## src/rtl/reg_write_arbiter_pkg.sv

```systemverilog
// reg_write_arbiter_pkg: shared FSM encoding and default widths for the register write arbiter
package reg_write_arbiter_pkg;

    typedef enum logic {
        ARB    = 1'b0,
        LOCKED = 1'b1
    } arb_state_e;

    localparam int DEFAULT_DATA_WIDTH = 16;
    localparam int DEFAULT_ADDR_WIDTH = 4;

endpackage

```

## src/rtl/reg_write_arbiter_rr_pick.sv

```systemverilog
// rr_pick: combinational round-robin selector, search starts just after the last winner
module rr_pick #(
    parameter int N  = 4,
    parameter int IW = $clog2(N)
) (
    input  logic [N-1:0]  req,
    input  logic [IW-1:0] last,
    output logic [N-1:0]  grant,
    output logic [IW-1:0] idx
);

    // Walk last+1 .. last+N modulo N and keep the first pending request
    always_comb begin
        grant = '0;
        idx   = '0;
        for (int i = 1; i <= N; i++) begin
            if (grant == '0 && req[(int'(last) + i) % N]) begin
                grant[(int'(last) + i) % N] = 1'b1;
                idx                         = IW'((int'(last) + i) % N);
            end
        end
    end

endmodule

```

## src/rtl/reg_write_arbiter.sv

```systemverilog
// reg_write_arbiter: round-robin/lockable arbiter for the single register bank write port
module reg_write_arbiter
    import reg_write_arbiter_pkg::*;
#(
    parameter int NUM_REQ    = 4,
    parameter int DATA_WIDTH = DEFAULT_DATA_WIDTH,
    parameter int ADDR_WIDTH = DEFAULT_ADDR_WIDTH,
    parameter int IW         = $clog2(NUM_REQ)
) (
    input  logic                             CLK,
    input  logic                             reset,
    input  logic [NUM_REQ-1:0]               req,
    input  logic [NUM_REQ-1:0]               req_lock,
    input  logic [NUM_REQ*ADDR_WIDTH-1:0]    req_addr,
    input  logic [NUM_REQ*DATA_WIDTH-1:0]    req_data,
    output logic [NUM_REQ-1:0]               ack,
    output logic                             wr_en,
    output logic [ADDR_WIDTH-1:0]            wr_addr,
    output logic [DATA_WIDTH-1:0]            wr_data,
    output logic [IW-1:0]                    owner,
    output logic                             locked
);

    arb_state_e              state_q, state_d;
    logic [IW-1:0]           owner_q, owner_d;
    logic                    wr_en_q, wr_en_d;
    logic [ADDR_WIDTH-1:0]   wr_addr_q, wr_addr_d;
    logic [DATA_WIDTH-1:0]   wr_data_q, wr_data_d;
    logic [NUM_REQ-1:0]      pick_grant, grant;
    logic [IW-1:0]           pick_idx, grant_idx;
    logic                    grant_any;

    rr_pick #(.N(NUM_REQ), .IW(IW)) u_rr_pick (
        .req   (req),
        .last  (owner_q),
        .grant (pick_grant),
        .idx   (pick_idx)
    );

    // Choose the winner, next FSM state and next write-port contents
    always_comb begin
        state_d   = state_q;
        grant     = '0;
        grant_idx = owner_q;
        if (state_q == ARB) begin
            grant     = pick_grant;
            grant_idx = pick_idx;
            if (|pick_grant && req_lock[pick_idx])
                state_d = LOCKED;
        end else begin
            grant = req[owner_q] ? (NUM_REQ'(1) << owner_q) : '0;
            if (!req[owner_q] || !req_lock[owner_q])
                state_d = ARB;
        end
        grant_any = |grant;
        wr_en_d   = grant_any;
        owner_d   = grant_any ? grant_idx : owner_q;
        wr_addr_d = grant_any ? req_addr[grant_idx*ADDR_WIDTH +: ADDR_WIDTH] : wr_addr_q;
        wr_data_d = grant_any ? req_data[grant_idx*DATA_WIDTH +: DATA_WIDTH] : wr_data_q;
    end

    // State and write-port registers; owner resets to the last index so requester 0 goes first
    always_ff @(posedge CLK or posedge reset) begin
        if (reset) begin
            state_q   <= ARB;
            owner_q   <= IW'(NUM_REQ - 1);
            wr_en_q   <= 1'b0;
            wr_addr_q <= '0;
            wr_data_q <= '0;
        end else begin
            state_q   <= state_d;
            owner_q   <= owner_d;
            wr_en_q   <= wr_en_d;
            wr_addr_q <= wr_addr_d;
            wr_data_q <= wr_data_d;
        end
    end

    assign ack     = reset ? '0 : grant;
    assign wr_en   = wr_en_q;
    assign wr_addr = wr_addr_q;
    assign wr_data = wr_data_q;
    assign owner   = owner_q;
    assign locked  = (state_q == LOCKED);

endmodule

```

## config.mk

```make
export PLATFORM = sky130hd
export DESIGN_NAME = reg_write_arbiter
export DESIGN_NICKNAME = d
export VERILOG_FILES = /design/src/rtl/reg_write_arbiter_pkg.sv /design/src/rtl/reg_write_arbiter_rr_pick.sv /design/src/rtl/reg_write_arbiter.sv
export SDC_FILE = /design/constraint.sdc
export NUM_CORES = 1
export LEC_CHECK = 0
export CORE_UTILIZATION = 40
export CTS_CLUSTER_DIAMETER = 120
export DETAILED_ROUTE_END_ITERATION = 8
export GPL_TIMING_DRIVEN = 0
export PLACE_DENSITY = 0.71
export SLEW_MARGIN = 30
export SYNTH_ARGS = -nofsm -noshare
export SYNTH_HDL_FRONTEND = slang
export SYNTH_SLANG_ARGS = --single-unit
```

## constraint.sdc

```tcl
create_clock -name CLK -period 8.1 [get_ports CLK]
set_input_delay 1.62 -clock CLK [delete_from_list [all_inputs] [get_ports CLK]]
set_output_delay 1.62 -clock CLK [all_outputs]
set_load 0.01 [all_outputs]
```

==> reports/results.txt <==
Outcome -> finished clean
Slowest cell on crit path -> clkdlybuf4s50_1
Met2 Track Usage GR -> 47.6%
Fin. Hold Viols -> 0
Clk sinks -> 24
Grt ovf -> 0
Slew HR -> 52.0%
Setup Buffers After CTS -> 0
Antenna Violating Nets Remaining -> 0
Die area -> 9220 um2
Maximum clock insertion buffer count -> 2
Starting density of the core -> 42.2%
Port Buf Inserts -> 117
Fin crit share -> 79.3%
Post-CTS Resized -> 0
Vias in the first global route -> 4,038
Share of post-route cells with drive strength above 1 -> 13.6%
CP cell instances -> clkdlybuf4s50_1, mux4_2, buf_6, a21bo_4, a311oi_1, a41oi_1, nor2_1, o2bb2ai_1, and2_1, clkdlybuf4s50_1
1st-iter DRT viols -> 331
Final Setup Violations -> 0
RePlAce Congestion -> 0.960
Sum of buffers and inverters on the critical path -> 3
Largest net degree at the start of global routing -> 26
CORE AREA -> 8380 um2
Routed WL per cell -> 19.7 um
CTS clock-pin slew for the worst setup and hold paths -> 0.09 ns
Synth Net Count -> 528
Sequential-to-total area share from yosys stat -> 17.1%
Area delta synth->final -> 38.1%
Fin crit period -> 6.42 ns
Total CTS buffers -> 3
CTS tree -> done
Area leader, netlist -> dfrtp_1
Ranking of synthesized cells by area -> dfrtp_1 (16%), mux2i_1 (7.9%), o32ai_2 (7.8%), mux2_2 (7.0%), nor4_1 (6.9%)
Critical Path RT -> 6.48 ns
H-Tree Depth -> 1
Critical path endpoint category -> primary output
Synth top area share -> 15.6%
Synth Area per Inst -> 8.22 um2
Synth unique cells -> 58
Mapped Cells -> 430
Kind of critical path -> in -> out
First-pass GRT wire length -> 20,200 um
Met1 Use GR -> 38.3%
Die Span Y -> 96.0 um
Number of vias per cell -> 6.41
RSZ-0062 raised after global routing -> no
M3 GR Usage -> 2.13%
Setup TNS -> 0 ns
CTS root buf -> clkbuf_8
Synth async-reset ratio -> 100%
CP most frequent cell -> clkdlybuf4s50_1
# hold bufs at CTS -> 0
Largest delay contributor family on the critical path -> buffers and inverters
Dpl cells -> 652
Chip width -> 96.0 um
Diode count -> 0
Top FF cell, synth -> dfrtp_1
GRT Overall Usage -> 28.2%
Number of synthesized register bits -> 24
Final cell count without fillers -> 656
Antenna violations before repair -> 0
DR vias -> 4,204
Overall routed net length -> 12,900 um
F_max -> 156 MHz
CP Max Fanout -> 10
Synthesis Warnings -> 0
Residual DRC -> 0
Post-synth EDFFs -> 0
GR peak layer -> met2
Final Skew -> 0.00272 ns
Worst slew pin tran -> 0.702 ns
Crit path DAT -> 4.80 ns
HPWL Detailed -> 10,300 um
Num rows -> 33
DR pass1 iterations -> 5
Post-Syn Area -> 3540 um2
Final net count -> 650
Fill cells -> 764
Hold Path Class -> reg -> reg
CP peak stage delay -> 0.53 ns
Max cap viols -> 0
Fin. max-slew vios -> 0
CP Launch Type -> input pin
Io pins -> 118
Worst-Skew Late Latency -> 0.27 ns
-- tightest hold or removal path: stages (launching register included) --
cell,delay (ns)
dfrtp_1,0.39
o32ai_1,0.11
nor4_1,0.06
-- state kept, by name (all words and copies together), names as in the netlist --
name,count
wr_addr,4
owner,2
wr_en,1
wr_data,16
locked,1
-- area by class of cell --
cell class	count	area, um2	area share [%]
buffer	48	260	5.33
clock buffer	4	45.0	0.922
inverter	9	33.8	0.692
multi-input combinational	349	2640	54.0
sequential	24	603	12.3
tap	105	131	2.69
timing repair buffer	117	1170	24.0
-- logic make-up (layout without fill, tap and decap cells) --
family / count (synthesis) / count (layout) / synth area share (%)
and+or+nand+nor: 157 / 157 / 21.4
AOI/OAI and AO/OA: 132 / 132 / 34.2
buffers and inverters: 57 / 178 / 8.32
muxes: 52 / 52 / 16.2
DFF: 24 / 24 / 17.1
adders and majority gates: 8 / 8 / 2.83
-- per-layer routing --
metal  vias to the layer above  wire length (um)
li1                       1980                 -
met1                      2005              5680
met2                       193              6260
met3                        26               734
met4                         0               253
met5                         -                 0
-- synthesized netlist by cell type (2+ instances only) --
cell type / instances
nand2_1: 63
nor4_1: 39
clkbuf_1: 30
mux2i_1: 28
o32ai_1: 23
dfrtp_1: 22
mux2_2: 22
nor3_1: 22
o31ai_1: 22
a2111oi_0: 20
nor2_1: 19
o32ai_2: 17
buf_6: 8
ha_1: 8
inv_1: 8
buf_2: 7
a21oi_1: 6
o21ai_0: 6
a31oi_1: 5
buf_4: 3
o21a_1: 3
or2_2: 3
a22o_1: 2
a22oi_1: 2
a2bb2oi_1: 2
a32o_1: 2
a32oi_1: 2
and2_1: 2
dfstp_2: 2
mux4_2: 2
o211ai_1: 2
or4_1: 2
-- final timing paths --
kind	cells after the start	slack (ns)	end	start
min	2	0.60	wr_data[15]	wr_data[15]
max	10	1.68	ack[3]	req[1]
min reg2reg	2	0.60	wr_data[15]	wr_data[15]
min in group asynchronous	2	1.79	locked	reset
max in group asynchronous	2	5.93	wr_data[0]	reset
max reg2reg	12	3.23	wr_data[0]	owner[1]
-- metrics by stage --
stage / hold slack, ns / cell area, um2 / util, % / setup WS, ns
floorplan: 0.603 / 3540 / - / 3.01
detailed placement: 0.579 / 4840 / 57.7 / 1.77
finish: 0.598 / 4880 / 58.3 / 1.68
global placement: 0.580 / 4840 / 57.7 / 1.80
global route: 0.623 / 4880 / 58.3 / 1.47
CTS: 0.596 / 4880 / 58.3 / 1.76
-- placed cells by master, fill, tap and decap left out, types with 2 or more instances in the layout --
cell | Yosys | layout
buf_4 | 3 | 3
a2111oi_0 | 20 | 20
o32ai_2 | 17 | 17
mux2_2 | 22 | 22
o32ai_1 | 23 | 23
and2_1 | 2 | 2
buf_6 | 8 | 8
dfstp_2 | 2 | 2
clkdlybuf4s50_1 | 0 | 117
o211ai_1 | 2 | 2
o21ai_0 | 6 | 6
ha_1 | 8 | 8
a22oi_1 | 2 | 2
nor2_1 | 19 | 19
mux2i_1 | 28 | 28
buf_2 | 7 | 7
a32oi_1 | 2 | 2
nand2_1 | 63 | 63
a31oi_1 | 5 | 5
a21oi_1 | 6 | 6
a32o_1 | 2 | 2
clkbuf_1 | 30 | 31
mux4_2 | 2 | 2
nor4_1 | 39 | 39
a22o_1 | 2 | 2
clkbuf_8 | 0 | 3
o21a_1 | 3 | 3
or4_1 | 2 | 2
or2_2 | 3 | 3
nor3_1 | 22 | 22
dfrtp_1 | 22 | 22
o31ai_1 | 22 | 22
inv_1 | 8 | 7
a2bb2oi_1 | 2 | 2
Power is not shown: default switching activity piles up to over one toggle a cycle in this logic, so the estimate is an artifact.
